File: src/rtl/afe7225_spi_config_ctrl.sv
// AFE7225 SPI configuration controller.
// Walks a configuration ROM from address 0 to NUM_WORDS-1. Each 20-bit word is
// sent as a 16-bit MSB-first SPI frame (bits [15:0]). The frame is followed by
// an idle gap whose length comes from the 4-bit delay code in bits [19:16].
// All outputs come straight from flops.
module afe7225_spi_config_ctrl #(
  parameter int NUM_WORDS  = 44,   // ROM entries to send (1..64)
  parameter int SCLK_DIV   = 4,    // SCLK half-period in clock cycles (1..255)
  parameter int DELAY_UNIT = 256   // clock cycles per count of the delay code (1..65535)
) (
  input  logic        i_clk,
  input  logic        i_rst,
  input  logic        i_start,
  output logic [5:0]  o_rom_addr,
  input  logic [19:0] i_rom_data,
  output logic        o_spi_sen,
  output logic        o_spi_sclk,
  output logic        o_spi_sdata,
  output logic        o_busy,
  output logic        o_done
);

  typedef enum logic [2:0] {
    ST_IDLE  = 3'd0,
    ST_LOAD  = 3'd1,
    ST_SHIFT = 3'd2,
    ST_GAP   = 3'd3,
    ST_DONE  = 3'd4
  } state_t;

  // Compile-time constants sized to the registers they are compared against.
  localparam logic [5:0]  LAST_ADDR = 6'(NUM_WORDS - 1);
  localparam logic [7:0]  DIV_LAST  = 8'(SCLK_DIV - 1);
  localparam logic [19:0] MIN_GAP   = 20'(2 * SCLK_DIV);
  localparam logic [19:0] UNIT      = 20'(DELAY_UNIT);

  state_t      state_q,    state_d;
  logic [5:0]  rom_addr_q, rom_addr_d;
  logic        sen_q,      sen_d;
  logic        sclk_q,     sclk_d;
  logic        sdata_q,    sdata_d;
  logic        busy_q,     busy_d;
  logic        done_q,     done_d;
  logic [15:0] shreg_q,    shreg_d;     // frame being shifted; bit 15 is on the wire
  logic [19:0] gap_len_q,  gap_len_d;   // gap length for the current word, in cycles
  logic [19:0] gap_cnt_q,  gap_cnt_d;   // cycles spent in GAP so far
  logic [7:0]  div_cnt_q,  div_cnt_d;   // cycles spent in the current SCLK half-period
  logic [4:0]  bit_cnt_q,  bit_cnt_d;   // bits completed in the current frame

  // Requested delay in cycles. The largest value, 15*65535, still fits in 20 bits.
  logic [19:0] delay_prod;

  // Next-state and next-output logic for the sequencer.
  always_comb begin
    state_d    = state_q;
    rom_addr_d = rom_addr_q;
    sen_d      = sen_q;
    sclk_d     = sclk_q;
    sdata_d    = sdata_q;
    busy_d     = busy_q;
    done_d     = done_q;
    shreg_d    = shreg_q;
    gap_len_d  = gap_len_q;
    gap_cnt_d  = gap_cnt_q;
    div_cnt_d  = div_cnt_q;
    bit_cnt_d  = bit_cnt_q;
    delay_prod = 20'(i_rom_data[19:16]) * UNIT;

    unique case (state_q)
      ST_IDLE, ST_DONE: begin
        if (i_start) begin
          state_d    = ST_LOAD;
          rom_addr_d = 6'd0;
          busy_d     = 1'b1;
          done_d     = 1'b0;
        end
      end

      ST_LOAD: begin
        // Capture the word. Drive SEN low and present bit 15 on the same edge.
        shreg_d   = i_rom_data[15:0];
        gap_len_d = (delay_prod > MIN_GAP) ? delay_prod : MIN_GAP;
        sen_d     = 1'b0;
        sclk_d    = 1'b0;
        sdata_d   = i_rom_data[15];
        div_cnt_d = 8'd0;
        bit_cnt_d = 5'd0;
        state_d   = ST_SHIFT;
      end

      ST_SHIFT: begin
        if (div_cnt_q == DIV_LAST) begin
          div_cnt_d = 8'd0;
          if (!sclk_q) begin
            // Rising edge: the AFE samples the bit that is already on sdata.
            sclk_d = 1'b1;
          end else begin
            // Falling edge: end the frame after bit 16, otherwise present the next bit.
            sclk_d = 1'b0;
            if (bit_cnt_q == 5'd15) begin
              sen_d     = 1'b1;
              sdata_d   = 1'b0;
              bit_cnt_d = 5'd0;
              gap_cnt_d = 20'd0;
              state_d   = ST_GAP;
            end else begin
              bit_cnt_d = bit_cnt_q + 5'd1;
              shreg_d   = {shreg_q[14:0], 1'b0};
              sdata_d   = shreg_q[14];
            end
          end
        end else begin
          div_cnt_d = div_cnt_q + 8'd1;
        end
      end

      ST_GAP: begin
        // GAP lasts exactly gap_len_q cycles. LOAD adds one more SEN-high cycle.
        if (gap_cnt_q == gap_len_q - 20'd1) begin
          gap_cnt_d = 20'd0;
          if (rom_addr_q == LAST_ADDR) begin
            state_d = ST_DONE;
            busy_d  = 1'b0;
            done_d  = 1'b1;
          end else begin
            rom_addr_d = rom_addr_q + 6'd1;
            state_d    = ST_LOAD;
          end
        end else begin
          gap_cnt_d = gap_cnt_q + 20'd1;
        end
      end

      default: begin
        state_d = ST_IDLE;
      end
    endcase
  end

  // State register. Reset takes effect at once and leaves the bus idle.
  always_ff @(posedge i_clk or posedge i_rst) begin
    if (i_rst) begin
      state_q    <= ST_IDLE;
      rom_addr_q <= 6'd0;
      sen_q      <= 1'b1;
      sclk_q     <= 1'b0;
      sdata_q    <= 1'b0;
      busy_q     <= 1'b0;
      done_q     <= 1'b0;
      shreg_q    <= 16'd0;
      gap_len_q  <= 20'd0;
      gap_cnt_q  <= 20'd0;
      div_cnt_q  <= 8'd0;
      bit_cnt_q  <= 5'd0;
    end else begin
      state_q    <= state_d;
      rom_addr_q <= rom_addr_d;
      sen_q      <= sen_d;
      sclk_q     <= sclk_d;
      sdata_q    <= sdata_d;
      busy_q     <= busy_d;
      done_q     <= done_d;
      shreg_q    <= shreg_d;
      gap_len_q  <= gap_len_d;
      gap_cnt_q  <= gap_cnt_d;
      div_cnt_q  <= div_cnt_d;
      bit_cnt_q  <= bit_cnt_d;
    end
  end

  assign o_rom_addr  = rom_addr_q;
  assign o_spi_sen   = sen_q;
  assign o_spi_sclk  = sclk_q;
  assign o_spi_sdata = sdata_q;
  assign o_busy      = busy_q;
  assign o_done      = done_q;

endmodule

File: config.mk
export PLATFORM = sky130hd
export DESIGN_NAME = afe7225_spi_config_ctrl
export DESIGN_NICKNAME = d
export VERILOG_FILES = /design/src/rtl/afe7225_spi_config_ctrl.sv
export SDC_FILE = /design/constraint.sdc
export NUM_CORES = 1
export LEC_CHECK = 0
export CORE_MARGIN = 4
export CORE_UTILIZATION = 35
export CTS_CLUSTER_DIAMETER = 100
export DETAILED_ROUTE_END_ITERATION = 16
export MAX_ROUTING_LAYER = met4
export PLACE_DENSITY = 0.65
export SLEW_MARGIN = 20
export SYNTH_ARGS = -nofsm -noshare
export SYNTH_HDL_FRONTEND = slang
export SYNTH_SLANG_ARGS = --single-unit
File: constraint.sdc
create_clock -name i_clk -period 2.4 [get_ports i_clk]
set_input_delay 0.36 -clock i_clk [delete_from_list [all_inputs] [get_ports i_clk]]
set_output_delay 0.36 -clock i_clk [all_outputs]
set_load 0.01 [all_outputs]
Word-level counts from Yosys, hierarchy flattened
Cells that the tools add are included.
{"block": "classes", "add_sub_neg": 5, "n_lt_le_gt_ge": 1, "n_eq_ne": 16, "n_mux": 46, "n_reduce_logical": 13}
{"operator": "$mux W20", "count": 4}
{"operator": "$mux W15", "count": 3}
{"operator": "$pmux W20 S2", "count": 1}
{"operator": "$pmux W15 S2", "count": 1}
{"operator": "$add A20 B1 Y20 const B", "count": 1}
{"operator": "$eq A20 B20 Y1", "count": 1}
{"operator": "$reduce_and A4 Y1", "count": 5}
{"operator": "$sub A20 B1 Y20 const B", "count": 1}
{"operator": "$mux W3", "count": 6}
{"operator": "$mux W6", "count": 3}
{"operator": "$ne A2 B2 Y1 const B", "count": 8}
{"operator": "$pmux W8 S2", "count": 1}
{"operator": "$mux W5", "count": 3}
{"operator": "$mux W1", "count": 14}
{"operator": "$gt A12 B4 Y1 const B", "count": 1}
{"operator": "$mux W12", "count": 1}
{"operator": "$pmux W3 S4", "count": 1}
{"operator": "$pmux W6 S2", "count": 1}
{"operator": "$pmux W1 S2", "count": 5}
{"operator": "$pmux W5 S2", "count": 1}
{"operator": "$add A8 B1 Y8 const B", "count": 1}
{"operator": "$eq A8 B2 Y1 const B", "count": 1}
{"operator": "$mux W8", "count": 1}
{"operator": "$add A6 B1 Y6 const B", "count": 1}
{"operator": "other kinds (12)", "count": 15}
{"block": "word_totals", "register_bits": 82, "in_bits": 23, "output_inout_bits": 11, "word_cells": 93}

Depth between registers and ports, before layout
Gate-level depths: netlist of the first run.
{"block": "logic_depth", "ltp_word": 5, "mapped_depth": 10, "depth_no_buf": 8}

Worst setup path before layout of the first run
Ideal clock, no wire load.
{"block": "synth_timing", "kind": "register to register", "start": "register gap_len_q[9]", "end": "register gap_cnt_q[10]", "setup_ns": 0.119, "arrival_ns": 2.379, "slack_ns": -0.098, "path_stages_with_launch": 11, "n_path_buf": 2, "period_less_slack_ns": 2.498, "path_cell_list": "dfrtp_1 -> nor4_1 -> ha_1 -> xor2_1 -> nand2_1 -> nor4_1 -> nand4_1 -> clkbuf_1 -> a21oi_4 -> buf_4 -> nor2_1"}
{"block": "synth_between", "elab_chain_cells": 4}
{"item": "from (decl)", "line_no": "45", "rtl": "logic [19:0] gap_len_q, gap_len_d;"}
{"item": "from (signal assigned)", "line_no": "164", "rtl": "gap_len_q <= gap_len_d;"}
{"item": "$sub A20 B1 Y20", "line_no": "119", "rtl": "if (gap_cnt_q == gap_len_q - 20'd1) begin"}
{"item": "$eq A20 B20 Y1", "line_no": "119"}
{"item": "$mux W20", "line_no": "119"}
{"item": "$pmux W20 S2", "line_no": "69", "rtl": "unique case (state_q)"}
{"item": "to (signal assigned)", "line_no": "165", "rtl": "gap_cnt_q <= gap_cnt_d;"}
{"item": "to (decl)", "line_no": "46", "rtl": "logic [19:0] gap_cnt_q, gap_cnt_d;"}
Every way passes these cells.
A chain may end at the register's enable or synchronous reset.

Worst setup path after layout of the first run
{"block": "layout_timing", "start": "register div_cnt_q[4]", "end": "register gap_cnt_q[18]"}
{"block": "layout_between", "elab_chain_cells": 3}
{"item": "from (decl)", "line_no": "47", "rtl": "logic [7:0] div_cnt_q, div_cnt_d;"}
{"item": "from (signal assigned)", "line_no": "166", "rtl": "div_cnt_q <= div_cnt_d;"}
{"item": "$eq A8 B2 Y1", "line_no": "92", "rtl": "if (div_cnt_q == DIV_LAST) begin"}
{"item": "$ne A2 B2 Y1 (no line)"}
{"item": "$reduce_and A4 Y1 (no line)"}
Every way passes these cells.

==> flow_summary.json, run 1 <==
{
  "post-route-util": 0.457,
  "grt_pass1_vias": 2852,
  "synth_compound_area_frac": 0.118,
  "leakagePower_nw": 1.89,
  "netlist_area_sq_um": 3520,
  "syn_nets": 421,
  "synth-seq-area-share": 0.477,
  "relSlewSlack": 0.549,
  "numClockSinks": 67,
  "hold_buffers": 0,
  "start_kind": "flop",
  "start_util": 0.360,
  "r2r_cells": 6,
  "skew_ns": 0.0164,
  "cts_buffers": 9,
  "status": "finished clean",
  "ctsRootBufferMaster": "clkbuf_8",
  "ys_warn_count": 0,
  "vdd.ir_drop.worst_mv": 0.358,
  "dp_hpwl_mm": 5.47,
  "grt_max_degree": 30,
  "antenna_found_initial": 0,
  "cp.required_ns": 2.64,
  "io_pins": 34,
  "finalPower_mw": 3.46,
  "track_usage": 0.147,
  "cts_buffer_depth": 2,
  "final_common_cell": "nand2_1",
  "synthXorXnorAreaFrac": 0.0623,
  "synthMuxAreaShare": 0.00890,
  "p_per_area_nw_per_um2": 774,
  "worst-r2r-setup-slack_ns": 0.02,
  "syn_avg_cell_area_sq_um": 8.97,
  "max_freq_mhz": 420,
  "nets": 477,
  "end_kind": "flop",
  "gp_congestion": 0.824,
  "grt-ovfl-total": 0,
  "crit_buf_inv": 0,
  "max_stage_delay_ns": 0.55,
  "min_period_over_period": 0.992,
  "arrival_ns": 2.63,
  "wire_per_inst_um": 13.3,
  "layout-drive-gt1-share": 0.150,
  "clk_pin_slew_ns": 0.09,
  "drt-total-wl_mm": 7.79,
  "crit_family": "simple AND/OR/NAND/NOR gates",
  "diodes": 0,
  "crit_chain": "or4_1 > or3_1 > o31a_4 > nor4_1 > xnor2_1 > nor2_2",
  "drc_errors": 0,
  "fin_crit_ns": 2.38,
  "fill_cells": 930,
  "rsz0062_at_grt": "true",
  "dieWidth_um": 108,
  "vias": 2984,
  "core_area_sq_um": 9770,
  "via_per_inst": 5.09,
  "hp-class": "in -> async",
  "synth-simple-area-share": 0.285,
  "h-tree-depth": 3,
  "async_flop_share": 1.00,
  "critical_path_peak_fanout": 9,
  "hold_violations": 0,
  "r2r_start": "div_cnt_q[4]",
  "synthCells": 392,
  "worst_pin_slew_ns": 0.676,
  "synth_top_family_by_area": "simple AND/OR/NAND/NOR gates",
  "grt_pass1_wl_mm": 13.4,
  "route.antenna.remaining_nets": 0,
  "synth_edf_count": 0,
  "setup_viol": 0,
  "fp-row-count": 36,
  "crit_type": "reg -> reg",
  "synth_flop_cell": "dfrtp_1",
  "io_buffers": 33,
  "final_cell_mix": "nand2_1, dfrtp_1, nor2_1",
  "finalMaxSlewViolations": 0,
  "area_delta_synth_final_pct": 27.0,
  "cts_tree": "built",
  "clk_latency_ns": 0.35,
  "die_h_um": 108,
  "rr_endpoint": "gap_cnt_q[18]",
  "ys_types": 49,
  "cpMaxStageDelayCell": "or4_1",
  "dieArea_sq_um": 11700,
  "ys_seq_elements": 67,
  "drv_cap": 0,
  "yosys.area_share.adder": 0.0214,
  "dr.pass1.iters": 4,
  "drt-initial-drc-count": 87
}
==> how the worst max path moves through the flow <==
stage,startpoint,endpoint,slack (ns),cells past startpoint
2_1_floorplan,gap_len_q[9],o_rom_addr[3],0.007,9
3_5_place_dp,gap_len_q[3],o_busy,-0.18,8
5_1_grt,gap_len_q[3],o_busy,-0.12,9
6_report,div_cnt_q[4],gap_cnt_q[18],0.02,6
4_1_cts,div_cnt_q[4],gap_cnt_q[7],0.002,7
3_3_place_gp,gap_len_q[3],o_busy,-0.11,8
==> where the power goes <==
group / internal [mW] / switching, mW
clock: 0.592 / 0.483
combinational: 0.435 / 0.399
sequential: 1.36 / 0.190
==> sequential cells by signal, summed over array words and instances, names as in the netlist <==
name and flops:
bit_cnt_q 5, div_cnt_q 8, gap_cnt_q 20, gap_len_q 5, o_busy 1, o_done 1
o_rom_addr 6, o_spi_sclk 1, o_spi_sdata 1, o_spi_sen 1, shreg_q 15, state_q 3
==> metal layers <==
metal	GRT usage	vias up	routed length, um
met5	-	-	0
met4	0.0577	0	145
met3	0.0257	11	212
met2	0.243	41	3810
met1	0.179	1446	3620
li1	-	1486	-
==> cells by family (layout without fill, tap and decap cells) <==
| kind of cell | after synthesis | in the layout |
|---|---|---|
| DFF | 67 | 67 |
| muxes | 3 | 3 |
| buffers and inverters | 22 | 83 |
| and+or+nand+nor | 208 | 208 |
| xor gates and xnor gates | 25 | 25 |
| adders and majority gates | 6 | 6 |
| AOI/OAI and AO/OA | 61 | 61 |
==> through the flow <==
stage | std cells | hold WS, ns | setup WS, ns | setup TNS, ns | instance area [sq um]
global route | 586 | 0.422 | -0.122 | -1.38 | 4470
CTS | 586 | 0.380 | 0.00181 | 0 | 4440
finish | 586 | 0.375 | 0.0193 | 0 | 4470
global placement | 569 | 0.472 | -0.110 | -1.30 | 4180
floorplan | 392 | 0.451 | 0.00675 | 0 | 3520
detailed placement | 569 | 0.473 | -0.177 | -2.86 | 4180
==> synthesized netlist by cell type (2+ instances only) <==
master	n	area share
xor2_1	12	0.030
nor3_2	3	0.0085
clkbuf_1	9	0.0096
nor2_2	6	0.011
nand4_1	11	0.020
nor4_1	8	0.014
a22o_1	3	0.0075
dfrtp_1	66	0.47
or3_1	7	0.012
a31o_2	2	0.0050
mux2i_1	2	0.0057
nand3_1	19	0.027
nor3_1	6	0.0085
a31oi_1	15	0.027
nor2_1	44	0.047
and3_1	6	0.011
or4_1	4	0.0085
buf_1	2	0.0021
and2_1	4	0.0071
xnor2_1	13	0.032
ha_1	6	0.021
o21ai_0	25	0.036
o211ai_1	3	0.0064
nand3b_1	4	0.0085
inv_1	8	0.0085
nand2b_1	6	0.011
o31ai_1	2	0.0043
nor2b_1	2	0.0036
nand2_1	74	0.079
==> area by class of cell <==
class                           instances  area [sq um]  area share
Clock buffer                            9           124      0.0277
Clock inverter                          7           101      0.0227
Inverter                                8          30.0     0.00672
Multi-Input combinational cell        303          1800       0.404
Sequential cell                        67          1680       0.376
Tap cell                              133           166      0.0373
Timing Repair Buffer                   59           563       0.126
==> worst reg2reg max path, cell delays in order (launching register included) <==
cell and delay, ns:
dfrtp_1 0.38, or4_1 0.55, or3_1 0.40, o31a_4 0.37, nor4_1 0.35, xnor2_1 0.18
nor2_2 0.05
==> timing repair <==
action / 4_1_cts / 5_1_grt
cloned: 0 / 0
endpoints found under the hold margin: 0 / 0
buffers inserted: 1 / 0
resized for setup: 4 / 6
setup endpoints to repair: 29 / 29
pin swaps: 2 / 1
Power figures use the tool's default switching activity.
==> inputs of run 2 (changes only) <==
- PLACE_DENSITY: 0.65 -> 0.63
- clock period: 2.4 -> 2.5 ns (I/O delays scaled with it)
==> run 2 against run 1 <==
Register-to-register slack improved by 0.03 ns. First-iteration DRC count increased by 45%. Largest power group unchanged. Maximum frequency decreased by 2.9%. Critical endpoint is now o_rom_addr[1]. Largest cell class unchanged. Global-route usage increased by 0.31 points. Combinational power decreased by 8.6%. Wire length decreased by 0.45%. Count of clock-buffer cells in the layout increased by 1. Clock skew decreased by 0.0077 ns.
==> flow_summary.json, run 2 (synthesized netlist as in run 1, its figures left out) <==
{
  "power.internal_mw": 2.19,
  "min_period_over_period": 0.981,
  "dr.max_layer_used": "met4",
  "setup_viol": 0,
  "gp_congestion": 0.872,
  "route.met3.wl_um": 262,
  "sw_frac_of_total": 0.314,
  "via_per_inst": 5.09,
  "ctsRootBufferMaster": "clkbuf_8",
  "h-tree-depth": 3,
  "hold_violations": 0,
  "route.antenna.remaining_nets": 0,
  "cp.required_ns": 2.73,
  "fin_ws_ns": 0.0479,
  "numClockSinks": 67,
  "core_area_sq_um": 9770,
  "crit_family": "simple AND/OR/NAND/NOR gates",
  "wl_met2_mm": 3.85,
  "area_delta_synth_final_pct": 24.3,
  "grt_max_degree": 54,
  "final_common_cell": "nand2_1",
  "crit_buf_inv": 1,
  "cts_buffers": 9,
  "seqPwrFrac": 0.472,
  "antenna_found_initial": 0,
  "worst-r2r-setup-slack_ns": 0.05,
  "layout-drive-gt1-share": 0.132,
  "tns_ns": 0,
  "start_util": 0.360,
  "drt-total-wl_mm": 7.75,
  "p_per_area_nw_per_um2": 730,
  "r2r_start": "gap_len_q[10]",
  "crit_type": "reg -> reg",
  "track_usage": 0.150,
  "leakagePower_nw": 1.85,
  "crit_chain": "nor4_4 > ha_1 > xor2_1 > nand2_1 > nor4_4 > nand4_1 > buf_4 > and3_4 > a221o_1",
  "grt_pass1_wl_mm": 13.6,
  "start_kind": "flop",
  "rr_endpoint": "o_rom_addr[1]",
  "relSlewSlack": 0.538,
  "diodes": 0,
  "drv_cap": 0,
  "crit_top_cell": "nor4_4",
  "dr.pass1.iters": 4,
  "dieArea_sq_um": 11700,
  "cts_tree": "built",
  "drt-initial-drc-count": 126,
  "dp_slack_ns": -0.151,
  "hp-class": "in -> async",
  "max_stage_delay_ns": 0.42,
  "wirelength_met1_mm": 3.56,
  "io_pins": 34,
  "combPwrFrac": 0.239,
  "finalMaxSlewViolations": 0,
  "nets": 470,
  "final_cell_mix": "nand2_1, dfrtp_1, nor2_1",
  "largest_reg_flops": 20,
  "top_regs": "gap_cnt_q x20, shreg_q x15, div_cnt_q x8",
  "dieWidth_um": 108,
  "critical_path_peak_fanout": 5,
  "p_switching_uw": 1000,
  "arrival_ns": 2.68,
  "clk_latency_ns": 0.35,
  "p_clk_frac": 0.289,
  "cts_buffer_depth": 2,
  "worst_pin_slew_ns": 0.693,
  "drc_errors": 0,
  "grt_pass1_vias": 2941,
  "clk_pin_slew_ns": 0.07,
  "max_freq_mhz": 408,
  "placed_cell_area_sq_um": 4090,
  "skew_ns": 0.00864,
  "dp_hpwl_mm": 5.46,
  "r2r_cells": 9,
  "io_buffers": 33,
  "vias": 2950,
  "grt-ovfl-total": 0,
  "finalPower_mw": 3.19,
  "regMostFlops": "gap_cnt_q",
  "wire_per_inst_um": 13.4,
  "status": "finished clean",
  "rsz0062_at_grt": "true",
  "end_kind": "flop",
  "vdd.ir_drop.worst_mv": 0.314,
  "fin_hold_ws_ns": 0.308,
  "final_area_sq_um": 4370,
  "fp-row-count": 36,
  "die_h_um": 108,
  "cpMaxStageDelayCell": "dfrtp_1",
  "fin_crit_ns": 2.45,
  "hold_buffers": 0
}
[run 2: power by group through the flow]
stage | Combinational [mW] | Clock (mW) | Sequential [mW]
floorplan | 0.464 | 0 | 1.49
global placement | 0.712 | 0 | 1.50
detailed placement | 0.738 | 0 | 1.50
CTS | 0.746 | 0.947 | 1.50
global route | 0.869 | 0.988 | 1.55
finish | 0.762 | 0.922 | 1.51
[run 2: metal layers]
| metal | global-route usage | up-vias |
|---|---|---|
| li1 | - | 1473 |
| met1 | 0.178 | 1433 |
| met2 | 0.253 | 37 |
| met3 | 0.0430 | 7 |
| met4 | 0.0343 | 0 |
| met5 | - | - |
[run 2: through the flow]
stage           util  cells
6_report       0.447    579
5_1_grt        0.447    579
4_1_cts        0.442    576
3_5_place_dp   0.419    560
3_3_place_gp   0.419    560
2_1_floorplan      -    392
[run 2: worst max path at each step]
stage	end	depth (start not counted)	slack, ns	start
4_1_cts	o_rom_addr[1]	9	0.0008	gap_len_q[3]
3_5_place_dp	o_rom_addr[1]	9	-0.15	gap_len_q[3]
2_1_floorplan	gap_cnt_q[10]	10	0.002	gap_len_q[9]
5_1_grt	o_rom_addr[1]	9	-0.11	gap_len_q[10]
3_3_place_gp	o_rom_addr[1]	9	-0.07	gap_len_q[3]
6_report	o_rom_addr[1]	9	0.05	gap_len_q[10]
[run 2: final cells by class]
class	instances	area, sq um
clock buffer	10	138
clock inverter	6	65.1
fill	974	5400
inverter	8	30.0
multi-input combinational	303	1790
sequential	67	1680
tap	133	166
timing repair buffer	52	502
[run 2: repair_timing]
item                                    in CTS  in global routing
endpoints found under the setup margin      26                 30
resized for setup                            4                  8
buffers inserted                             0                  3
pin swaps                                    1                  6
